### src/rtl/retire_trace_if.sv
// Commit-tap, trace-drain and status bundle between the cpu-side environment and
// the retire trace buffer. 'slave' is the monitor's view; 'master' is the environment's view.
interface retire_trace_if #(
  parameter int DATA_W = 16,
  parameter int ADDR_W = 16,
  parameter int REG_W  = 4,
  parameter int CNT_W  = 32
);
  localparam int REC_W = CNT_W + 4 + REG_W + 2*DATA_W + ADDR_W;

  // MEM/WB commit tap
  logic              en;
  logic              reg_we;
  logic [REG_W-1:0]  reg_dst;
  logic [DATA_W-1:0] reg_data;
  logic              mem_rd;
  logic              mem_wr;
  logic [ADDR_W-1:0] mem_addr;
  logic [DATA_W-1:0] mem_data;
  logic              halt;

  // Trace drain port
  logic              trace_valid;
  logic              trace_ready;
  logic [REC_W-1:0]  trace_rec;

  // Statistics and run status
  logic [CNT_W-1:0]  inst_count;
  logic [CNT_W-1:0]  cycle_count;
  logic [CNT_W-1:0]  drop_count;
  logic              done;
  logic              timeout;
  logic              overflow;
  logic              proto_err;

  modport slave (
    input  en, reg_we, reg_dst, reg_data, mem_rd, mem_wr, mem_addr, mem_data, halt,
    input  trace_ready,
    output trace_valid, trace_rec,
    output inst_count, cycle_count, drop_count, done, timeout, overflow, proto_err
  );

  modport master (
    output en, reg_we, reg_dst, reg_data, mem_rd, mem_wr, mem_addr, mem_data, halt,
    output trace_ready,
    input  trace_valid, trace_rec,
    input  inst_count, cycle_count, drop_count, done, timeout, overflow, proto_err
  );
endinterface

### src/rtl/retire_trace_buffer.sv
// Retire monitor: packs one trace record per commit cycle into a DEPTH-entry FIFO,
// keeps saturating run statistics and runs a halt/watchdog RUN->DRAIN->DONE FSM.
module retire_trace_buffer #(
  parameter int DATA_W      = 16,
  parameter int ADDR_W      = 16,
  parameter int REG_W       = 4,
  parameter int DEPTH       = 16,
  parameter int CNT_W       = 32,
  parameter int CYCLE_LIMIT = 100000
) (
  input  logic           clk,
  input  logic           rst,
  retire_trace_if.slave  bus
);
  localparam int AW    = $clog2(DEPTH);
  localparam int REC_W = CNT_W + 4 + REG_W + 2*DATA_W + ADDR_W;
  localparam logic [CNT_W-1:0] LIMIT = CNT_W'(CYCLE_LIMIT);

  typedef enum logic [1:0] {S_RUN, S_DRAIN, S_DONE} state_t;

  function automatic logic [CNT_W-1:0] sat_inc(input logic [CNT_W-1:0] v);
    return (&v) ? v : v + CNT_W'(1);
  endfunction

  state_t           r_state;
  state_t           w_state_nxt;
  logic [CNT_W-1:0] r_cycle;
  logic [CNT_W-1:0] r_inst;
  logic [CNT_W-1:0] r_drop;
  logic             r_timeout;
  logic             r_overflow;
  logic             r_proto_err;
  logic [AW:0]      r_wptr;
  logic [AW:0]      r_rptr;
  logic [REC_W-1:0] r_mem [DEPTH];

  logic             w_sample;
  logic             w_both;
  logic             w_commit;
  logic             w_retire;
  logic [CNT_W-1:0] w_cycle_inc;
  logic             w_wdog;
  logic             w_empty;
  logic             w_full;
  logic             w_pop;
  logic             w_push;
  logic             w_drop;
  logic [REC_W-1:0] w_rec;

  assign w_sample    = (r_state == S_RUN) & bus.en;
  assign w_both      = bus.mem_rd & bus.mem_wr;
  // A conflicting rd+wr carries no memory op, so it only commits alongside reg_we/halt
  assign w_commit    = w_sample & (bus.reg_we | bus.halt | (bus.mem_rd ^ bus.mem_wr));
  assign w_retire    = w_sample & (bus.halt | bus.reg_we | (bus.mem_wr & ~bus.mem_rd));
  assign w_cycle_inc = sat_inc(r_cycle);
  assign w_wdog      = w_sample & (w_cycle_inc >= LIMIT);

  assign w_empty = (r_wptr == r_rptr);
  assign w_full  = (r_wptr[AW] != r_rptr[AW]) && (r_wptr[AW-1:0] == r_rptr[AW-1:0]);
  assign w_pop   = ~w_empty & bus.trace_ready;
  // A same-cycle pop frees the head slot, so a full FIFO still accepts the push
  assign w_push  = w_commit & (~w_full | w_pop);
  assign w_drop  = w_commit & w_full & ~w_pop;

  assign w_rec = {w_cycle_inc,
                  bus.halt,
                  bus.mem_wr & ~w_both,
                  bus.mem_rd & ~w_both,
                  bus.reg_we,
                  bus.reg_dst,
                  bus.reg_data,
                  bus.mem_addr,
                  bus.mem_data};

  always_comb begin
    w_state_nxt = r_state;
    case (r_state)
      S_RUN:   if (w_sample && (bus.halt || w_wdog)) w_state_nxt = S_DRAIN;
      S_DRAIN: if (w_empty) w_state_nxt = S_DONE;
      S_DONE:  w_state_nxt = S_DONE;
      default: w_state_nxt = S_RUN;
    endcase
  end

  always_ff @(posedge clk) begin
    if (rst) begin
      r_state     <= S_RUN;
      r_cycle     <= '0;
      r_inst      <= '0;
      r_drop      <= '0;
      r_timeout   <= 1'b0;
      r_overflow  <= 1'b0;
      r_proto_err <= 1'b0;
      r_wptr      <= '0;
      r_rptr      <= '0;
    end else begin
      r_state <= w_state_nxt;
      if (w_sample) r_cycle <= w_cycle_inc;
      if (w_retire) r_inst  <= sat_inc(r_inst);
      if (w_drop) begin
        r_drop     <= sat_inc(r_drop);
        r_overflow <= 1'b1;
      end
      if (w_wdog) r_timeout <= 1'b1;
      if (w_sample && w_both) r_proto_err <= 1'b1;
      if (w_push) r_wptr <= r_wptr + 1'b1;
      if (w_pop)  r_rptr <= r_rptr + 1'b1;
    end
  end

  // Record storage is data only; pointer reset alone empties the FIFO
  always_ff @(posedge clk) begin
    if (w_push) r_mem[r_wptr[AW-1:0]] <= w_rec;
  end

  assign bus.trace_valid = ~w_empty;
  assign bus.trace_rec   = w_empty ? '0 : r_mem[r_rptr[AW-1:0]];
  assign bus.inst_count  = r_inst;
  assign bus.cycle_count = r_cycle;
  assign bus.drop_count  = r_drop;
  assign bus.done        = (r_state == S_DONE);
  assign bus.timeout     = r_timeout;
  assign bus.overflow    = r_overflow;
  assign bus.proto_err   = r_proto_err;
endmodule
### src/flat_wrapper.sv
// flat-port wrapper written by rule: the top's interface ports become plain ports
module retire_trace_buffer_flat 
#(
  parameter int DATA_W      = 16,
  parameter int ADDR_W      = 16,
  parameter int REG_W       = 4,
  parameter int DEPTH       = 16,
  parameter int CNT_W       = 32,
  parameter int CYCLE_LIMIT = 100000
)
  (clk, rst, bus_en, bus_reg_we, bus_reg_dst, bus_reg_data, bus_mem_rd, bus_mem_wr, bus_mem_addr, bus_mem_data, bus_halt, bus_trace_ready, bus_trace_valid, bus_trace_rec, bus_inst_count, bus_cycle_count, bus_drop_count, bus_done, bus_timeout, bus_overflow, bus_proto_err);
  retire_trace_if #(.DATA_W(DATA_W), .ADDR_W(ADDR_W), .REG_W(REG_W), .CNT_W(CNT_W)) bus_i ();
  input  logic clk;
  input  logic rst;
  input wire logic [$bits(bus_i.en)-1:0] bus_en;
  input wire logic [$bits(bus_i.reg_we)-1:0] bus_reg_we;
  input wire logic [$bits(bus_i.reg_dst)-1:0] bus_reg_dst;
  input wire logic [$bits(bus_i.reg_data)-1:0] bus_reg_data;
  input wire logic [$bits(bus_i.mem_rd)-1:0] bus_mem_rd;
  input wire logic [$bits(bus_i.mem_wr)-1:0] bus_mem_wr;
  input wire logic [$bits(bus_i.mem_addr)-1:0] bus_mem_addr;
  input wire logic [$bits(bus_i.mem_data)-1:0] bus_mem_data;
  input wire logic [$bits(bus_i.halt)-1:0] bus_halt;
  input wire logic [$bits(bus_i.trace_ready)-1:0] bus_trace_ready;
  output wire logic [$bits(bus_i.trace_valid)-1:0] bus_trace_valid;
  output wire logic [$bits(bus_i.trace_rec)-1:0] bus_trace_rec;
  output wire logic [$bits(bus_i.inst_count)-1:0] bus_inst_count;
  output wire logic [$bits(bus_i.cycle_count)-1:0] bus_cycle_count;
  output wire logic [$bits(bus_i.drop_count)-1:0] bus_drop_count;
  output wire logic [$bits(bus_i.done)-1:0] bus_done;
  output wire logic [$bits(bus_i.timeout)-1:0] bus_timeout;
  output wire logic [$bits(bus_i.overflow)-1:0] bus_overflow;
  output wire logic [$bits(bus_i.proto_err)-1:0] bus_proto_err;
  assign bus_i.en = bus_en;
  assign bus_i.reg_we = bus_reg_we;
  assign bus_i.reg_dst = bus_reg_dst;
  assign bus_i.reg_data = bus_reg_data;
  assign bus_i.mem_rd = bus_mem_rd;
  assign bus_i.mem_wr = bus_mem_wr;
  assign bus_i.mem_addr = bus_mem_addr;
  assign bus_i.mem_data = bus_mem_data;
  assign bus_i.halt = bus_halt;
  assign bus_i.trace_ready = bus_trace_ready;
  assign bus_trace_valid = bus_i.trace_valid;
  assign bus_trace_rec = bus_i.trace_rec;
  assign bus_inst_count = bus_i.inst_count;
  assign bus_cycle_count = bus_i.cycle_count;
  assign bus_drop_count = bus_i.drop_count;
  assign bus_done = bus_i.done;
  assign bus_timeout = bus_i.timeout;
  assign bus_overflow = bus_i.overflow;
  assign bus_proto_err = bus_i.proto_err;
  retire_trace_buffer #(.DATA_W(DATA_W), .ADDR_W(ADDR_W), .REG_W(REG_W), .DEPTH(DEPTH), .CNT_W(CNT_W), .CYCLE_LIMIT(CYCLE_LIMIT)) u_core (.clk(clk), .rst(rst), .bus(bus_i));
endmodule
### config.mk
export PLATFORM = sky130hd
export DESIGN_NAME = retire_trace_buffer_flat
export DESIGN_NICKNAME = d
export VERILOG_FILES = /design/src/rtl/retire_trace_if.sv /design/src/rtl/retire_trace_buffer.sv /design/src/flat_wrapper.sv
export SDC_FILE = /design/constraint.sdc
export NUM_CORES = 1
export LEC_CHECK = 0
export ABC_CLOCK_PERIOD_IN_PS = 25600
export BUFFER_PORTS_ARGS = -buffer_cell sky130_fd_sc_hd__buf_2
export CORE_MARGIN = 8
export CORE_UTILIZATION = 30
export CTS_CLUSTER_SIZE = 16
export DETAILED_ROUTE_END_ITERATION = 10
export PLACE_DENSITY = 0.5
export SLEW_MARGIN = 25
export SYNTH_ARGS = -nofsm -noshare
export SYNTH_HDL_FRONTEND = slang
export SYNTH_SLANG_ARGS = --single-unit
### constraint.sdc
create_clock -name clk -period 25.6 [get_ports clk]
set_input_delay 5.12 -clock clk [delete_from_list [all_inputs] [get_ports clk]]
set_output_delay 5.12 -clock clk [all_outputs]
set_load 0.02 [all_outputs]
==> run summary, run 1 <==
Status: complete, no violations
Hold Path Class: flop to flop
Worst IR Drop VDD: 0.0000834 V
HPWL Detailed: 83400 microns
DRC: 0
Sum Neg Setup Slack: 0 ns
CTS tree: yes
Setup-failing EPs final: 0
CP endpoint kind: primary output
Synth Flop Type: edfxtp_1
Register area share after synthesis: 0.750
Peak per-stage delay on the critical path: 0.84 ns
Largest net degree at the start of global routing: 146
Antenna Nets Post-Route: 0
Vias per inst: 4.83
Clk pwr share: 0.355
GP Congestion: 0.737
Slew headroom: 0.277
Max Freq: 94.4 MHz
Setup bufs post-CTS: 0
CP Max Fanout: 145
Net Sw Frac: 0.281
Worst Hold Depth: 2
Slowest cell on the critical path: buf_4
Hold Crit Start: u_core.bus.overflow
CP Cell Sequence: buf_4 > buf_12 > buf_4 > mux4_2 > mux4_2 > nor2b_1 > buf_2
Syn Std Cell Area: 59500 sq um
Slew @ Worst Pin: 1.08 ns
Wire length per cell: 26.1 microns
Setup ws final: 15.00 ns
Lkg Pwr: 22.5 nW
Die area: 213000 sq um
Io pins: 249
Area Overhead vs Synth: 17.1%
Gate Count Post-Synth: 2833
PostCTS Resize Cnt: 0
Worst Hold Path EP: u_core.bus.overflow
Latest clock arrival within the worst-skew pair: 0.80 ns
Final Hold Vio Count: 0
Clk slew on worst S/H paths: 0.06 ns
Pwr dens: 94.0 nW/um^2
DRT met1 WL: 70800 microns
Slew Limit Fails: 0
Netlist cell types: 53
I/O Buffers: 248
Clk root buf: clkbuf_16
Maxcap violations: 0
WHS: 0.463 ns
Startpoint types: flop
R2r endpoint: u_core.r_mem[9][5]
Die Y: 461 microns
Part of the power in registers: 0.435
First DRT Iteration DRCs: 2534
Met2 WL: 73900 microns
Fill cells: 18400
Sw power: 1.84 mW
RSZ-0062 raised after global routing: false
Area of the core: 197000 sq um
Place WS: 15.06 ns
Data arrival, critical path: 5.48 ns
Highest metal used: met5
H-tree levels: 4
Initial antenna violation count: 19
Starting Density: 0.302
Router iterations before antenna repair: 5
Required @ worst endpoint: 20.48 ns
Vias in the first global route: 30400
Pint: 4.71 mW
Routed vias: 28700
Tot GR Track Use: 0.143
Synth Area per Inst: 21.0 sq um
Cts hold-fix bufs: 0
R2R Path Start: u_core.r_state[0]
First-pass GRT wire length: 223000 microns
Share of layout cells above drive strength 1: 0.313
Worst reg2reg setup slack: 20.89 ns
Combinational Power Share: 0.210
Row count: 163
Grt ovf: 0
Post-synthesis register bit count: 1523
Final min period: 10.60 ns
CTS sink cnt: 1523
Fin nets: 3242
Syn nets: 2908
Most common cell after layout, fill and taps aside: edfxtp_1
CTS max path bufs: 3
Fin Clk Skew: 0.0478 ns
Final wirelength: 155000 microns
Power Total: 6.55 mW
Post-synth EDFFs: 1408
Yosys Warn Count: 0
Critical path type: flop to primary output
Routed met3 length: 8060 microns
FF-to-FF path depth: 10
Period utilisation layout: 0.414
Most frequent cells in the layout: edfxtp_1, mux4_2, buf_2
Ys async rst share: 0
Die X: 461 microns
Clock buffer count from CTS: 161
Final Util: 0.353
==> registers in the layout (all words and copies together) (netlist names), named ones only <==
name,flops
u_core.r_mem,1408
u_core.bus.cycle_count,32
u_core.bus.drop_count,32
u_core.bus.inst_count,32
u_core.r_rptr,5
u_core.r_wptr,5
u_core.r_state,2
u_core.bus.overflow,1
u_core.bus.proto_err,1
u_core.bus.timeout,1
==> synthesized netlist by cell type (all sizes together), types with 13 or more instances <==
cell / number / area share
a21oi: 16 / 0.0013
and3: 15 / 0.0016
buf: 44 / 0.0031
clkbuf: 104 / 0.0066
dfxtp: 115 / 0.039
edfxtp: 1408 / 0.71
ha: 15 / 0.0032
inv: 20 / 0.0013
mux4: 440 / 0.17
nand2: 64 / 0.0040
nand3: 46 / 0.0040
nand4: 45 / 0.0050
nor2: 155 / 0.0098
nor2b: 92 / 0.0097
nor3: 20 / 0.0018
o21ai: 13 / 0.0011
xnor2: 55 / 0.0081
xor2: 80 / 0.012
==> how the worst max path moves through the flow <==
stage / endpoint / cells after the start / start
2_1_floorplan: u_core.r_mem[3][0] / 6 / bus_mem_wr
3_3_place_gp: bus_trace_rec[38] / 7 / flop
3_5_place_dp: bus_trace_rec[24] / 7 / flop
4_1_cts: bus_trace_rec[24] / 7 / flop
5_1_grt: bus_trace_rec[24] / 7 / flop
6_report: bus_trace_rec[61] / 7 / flop
==> metrics by stage <==
step	instance area, sq um	instances
after floorplan	59500	2833
after global placement	64200	5640
after global routing	69700	5940
after detailed placement	64300	5643
final	69700	5947
after CTS	69600	5938
==> final cells by class <==
class | instances | area, sq um | area share
repair buffers | 319 | 1900 | 0.0273
inverters | 20 | 75.1 | 0.00108
diodes | 8 | 20.0 | 0.000287
clock buffers | 209 | 4250 | 0.0610
clock inverters | 86 | 1030 | 0.0147
flip-flops and latches | 1523 | 44600 | 0.640
well taps | 2640 | 3300 | 0.0474
multi-input cells | 1142 | 14500 | 0.208
==> routing by layer <==
metal | vias up | track usage
met4 | 2 | 0.0281
met3 | 184 | 0.0301
met1 | 15500 | 0.201
met2 | 707 | 0.233
li1 | 12300 | -
met5 | - | 0
==> worst max-delay path, delay by kind of cell (launching register included) <==
kind                   cells  cell delay [ns]
AND/OR/NAND/NOR            1             0.17
flip-flops                 1             0.76
multiplexers               2             0.98
buffers and inverters      4             2.60
==> power by group through the flow <==
stage	Sequential [mW]	Clock (mW)	Combinational [mW]
floorplan	2.89	0	0.919
CTS	2.86	2.39	1.43
global route	2.85	2.48	1.49
global placement	2.91	0	1.42
finish	2.84	2.32	1.38
detailed placement	2.91	0	1.42
==> cells by family (layout without fill, tap and decap cells) <==
family          count (synthesis)  count (layout)  share of synthesized area
other cells                     0               8                          0
fa+ha+maj                      15              15                    0.00316
flops                        1523            1523                      0.750
compound gates                 54              54                    0.00602
mux                           445             445                      0.167
xor+xnor                      135             135                     0.0199
simple gates                  493             493                     0.0430
buf+inv                       168             634                     0.0109
Note: power is estimated with default switching activity, not from simulation.
==> run 2: changes to the inputs <==
ABC_AREA = 1   (was not set)
ABC_CLOCK_PERIOD_IN_PS = 11100   (was 25600)
clock period = 11.1 ns   (was 25.6 ns; I/O delays follow)
==> run 2 against run 1 <==
Compared with the run above:
- worst hold slack worse by 0.014 ns
- combinational power rose to 3.1 times the previous value
- count of clock-buffer cells in the layout up 4
- wire length up 19%
- register-to-register slack worse by 14 ns
- synthesized cell count up 70%
- area after synthesis up 2.2%
- sequential cell count unchanged
- final cell count up 31%
- critical endpoint is now bus_trace_rec[48]
- largest cell class unchanged
==> run summary, run 2 <==
Setup bufs post-CTS: 0 (unchanged)
Area of the core: 202000 sq um (was 197000 sq um)
Final min period: 7.05 ns
Share of layout cells above drive strength 1: 0.117 (was 0.313)
Row count: 165 (was 163)
Synth Flop Type: edfxtp_1 (unchanged)
Placed Cells: 7464 (was 5643)
Largest register FFs: 1408 (unchanged)
Cts hold-fix bufs: 0 (unchanged)
Slew Limit Fails: 0 (unchanged)
Tot GR Track Use: 0.163 (was 0.143)
Wire length per cell: 23.7 microns (was 26.1 microns)
RSZ-0062 raised after global routing: false (unchanged)
Leading post-synthesis cells by cell area: edfxtp_1, o21ai_0, nor2_1 (was edfxtp_1, mux4_2, dfxtp_1)
Grt ovf: 0 (unchanged)
Slew @ Worst Pin: 1.10 ns (was 1.08 ns)
Gate Count Post-Synth: 4808 (was 2833)
Io pins: 249 (unchanged)
CP endpoint kind: primary output (unchanged)
Maxcap violations: 0 (unchanged)
CP Max Fanout: 83 (was 145)
Vias in the first global route: 39500 (was 30400)
Fin nets: 5042 (was 3242)
Top-area cell type share of the netlist area: 0.695 (was 0.711)
H-tree levels: 4 (unchanged)
Ys async rst share: 0 (unchanged)
First-pass GRT wire length: 269000 microns (was 223000 microns)
FF-to-FF path depth: 11 (was 10)
Netlist cell types: 40 (was 53)
Syn nets: 4883 (was 2908)
Fin cells: 7780 (was 5947)
GP Congestion: 0.797 (was 0.737)
Lkg Pwr: 22.6 nW (was 22.5 nW)
Final Hold Vio Count: 0 (unchanged)
Hold Crit Start: u_core.bus.proto_err (was u_core.bus.overflow)
Final wirelength: 184000 microns (was 155000 microns)
Period utilisation layout: 0.635
Slew headroom: 0.267 (was 0.277)
DRT met1 WL: 84500 microns (was 70800 microns)
Most common cell after layout, fill and taps aside: edfxtp_1 (unchanged)
Most frequent cells in the layout: edfxtp_1, nor2_1, o21ai_0 (was edfxtp_1, mux4_2, buf_2)
Critical path type: flop to primary output (unchanged)
Met2 WL: 85900 microns (was 73900 microns)
CTS tree: yes (unchanged)
Starting Density: 0.301 (was 0.302)
Yosys Warn Count: 0 (unchanged)
Antenna Nets Post-Route: 0 (unchanged)
CTS max path bufs: 3 (unchanged)
HPWL Detailed: 92100 microns (was 83400 microns)
Highest metal used: met5 (unchanged)
DRC: 0 (unchanged)
Synth cell count leaders: edfxtp_1, nor2_1, o21ai_0, clkbuf_1, o221ai_1 (was edfxtp_1, mux4_2, nor2_1, dfxtp_1, clkbuf_1)
CTS sink cnt: 1523 (unchanged)
I/O Buffers: 248 (unchanged)
Post-synthesis register bit count: 1523 (unchanged)
Die X: 466 microns (was 461 microns)
R2R Path Start: u_core.r_state[0] (unchanged)
Leading area contributor after synthesis: edfxtp_1 (unchanged)
Area Overhead vs Synth: 15.7% (was 17.1%)
Setup-failing EPs final: 0 (unchanged)
Clk root buf: clkbuf_16 (unchanged)
Routed met3 length: 10300 microns (was 8060 microns)
Pwr dens: 234 nW/um^2 (was 94.0 nW/um^2)
Worst IR Drop VDD: 0.000162 V (was 0.0000834 V)
Status: complete, no violations (unchanged)
Data arrival, critical path: 4.83 ns (was 5.48 ns)
Worst Setup EP: bus_trace_rec[48] (was bus_trace_rec[61])
Clock buffer count from CTS: 169 (was 161)
Max Freq: 142 MHz
First DRT Iteration DRCs: 4011 (was 2534)
Largest net degree at the start of global routing: 235 (was 146)
Syn Std Cell Area: 60800 sq um (was 59500 sq um)
Most numerous cell in the Yosys netlist: edfxtp_1 (unchanged)
Hold Path Class: flop to flop (unchanged)
Post-synth EDFFs: 1408 (unchanged)
Worst Hold Depth: 2 (unchanged)
Latest clock arrival within the worst-skew pair: 0.79 ns (was 0.80 ns)
R2r endpoint: u_core.r_mem[3][21] (was u_core.r_mem[9][5])
Initial antenna violation count: 21 (was 19)
Sum Neg Setup Slack: 0 ns (unchanged)
Startpoint types: flop (unchanged)
Required @ worst endpoint: 8.88 ns (was 20.48 ns)
Die Y: 466 microns (was 461 microns)
Routed vias: 40300 (was 28700)
PostCTS Resize Cnt: 0 (unchanged)
Clk slew on worst S/H paths: 0.06 ns (about the same)
Register area share after synthesis: 0.733 (was 0.750)
Die area: 217000 sq um (was 213000 sq um)
Synth Area per Inst: 12.6 sq um (was 21.0 sq um)
Router iterations before antenna repair: 5 (unchanged)
Worst reg2reg setup slack: 7.03 ns (was 20.89 ns)
Vias per inst: 5.18 (was 4.83)
Fin Clk Skew: 0.0177 ns (was 0.0478 ns)
-- run 2: changes by cell type in the layout (fill, tap and decap cells not counted), sizes merged, moves of 93 or more --
cell    delta
nand2    +188
o21ai    +764
nand3     +93
o221ai   +248
mux4     -440
a21oi    +145
nor2     +727
o22ai    +104
o211ai   +103
inv      +139
-- run 2: cell families (layout without fill, tap and decap cells) --
kind of cell,after synthesis,count (layout),share of synthesized area
compound gates,1412,1412,0.139
xor+xnor,20,20,0.00288
fa+ha+maj,15,15,0.00309
buf+inv,484,780,0.0311
flops,1523,1523,0.733
other cells,0,4,0
simple gates,1354,1354,0.0909
-- run 2: through the flow --
step	instance area [sq um]	hold WS (ns)	utilization	worst slack, ns	total power, mW
after detailed placement	64900	0.440	0.321	4.78	11.2
after global routing	70300	0.476	0.348	3.87	17.3
after floorplan	60800	0.477	-	3.86	9.45
after global placement	64800	0.437	0.321	4.75	11.2
after CTS	70200	0.450	0.348	3.91	16.7
final	70300	0.450	0.348	4.05	16.5
-- run 2: routing by layer --
metal  track usage  up-vias
met4        0.0384        4
met1         0.229    20500
met2         0.266     1183
met3        0.0274      255
met5             0        -
li1              -    18300
-- run 2: how the worst min path moves through the flow --
stage	endpoint	slack, ns
5_1_grt	u_core.bus.timeout	0.48
2_1_floorplan	u_core.r_state[1]	0.48
3_3_place_gp	u_core.bus.timeout	0.44
4_1_cts	u_core.bus.proto_err	0.45
6_report	u_core.bus.proto_err	0.45
3_5_place_dp	u_core.bus.proto_err	0.44
-- run 2: cell type report --
cell class                      instances  area, sq um
Fill cell                           19900       132000
Clock buffer                          213         4480
Timing Repair Buffer                  313         1970
Sequential cell                      1523        44600
Antenna cell                            4         10.0
Tap cell                             2672         3340
Multi-Input combinational cell       2801        14500
Clock inverter                         95          858
Inverter                              159          627
-- run 2: where the power goes --
group          internal [mW]  leakage (nW)  switching, mW
Sequential              6.60          13.7          0.161
Combinational           1.06          6.32           3.22
Clock                   3.12          2.59           2.33
Total                   10.8          22.6           5.71
-- run 2: worst max-delay path, stage by stage (launching register included) --
cell      delay, ns
dfxtp_4        0.77
buf_4          0.82
buf_4          0.90
o21ai_0        0.23
o221ai_1       0.26
o211ai_1       0.14
a21oi_1        0.49
buf_2          0.27
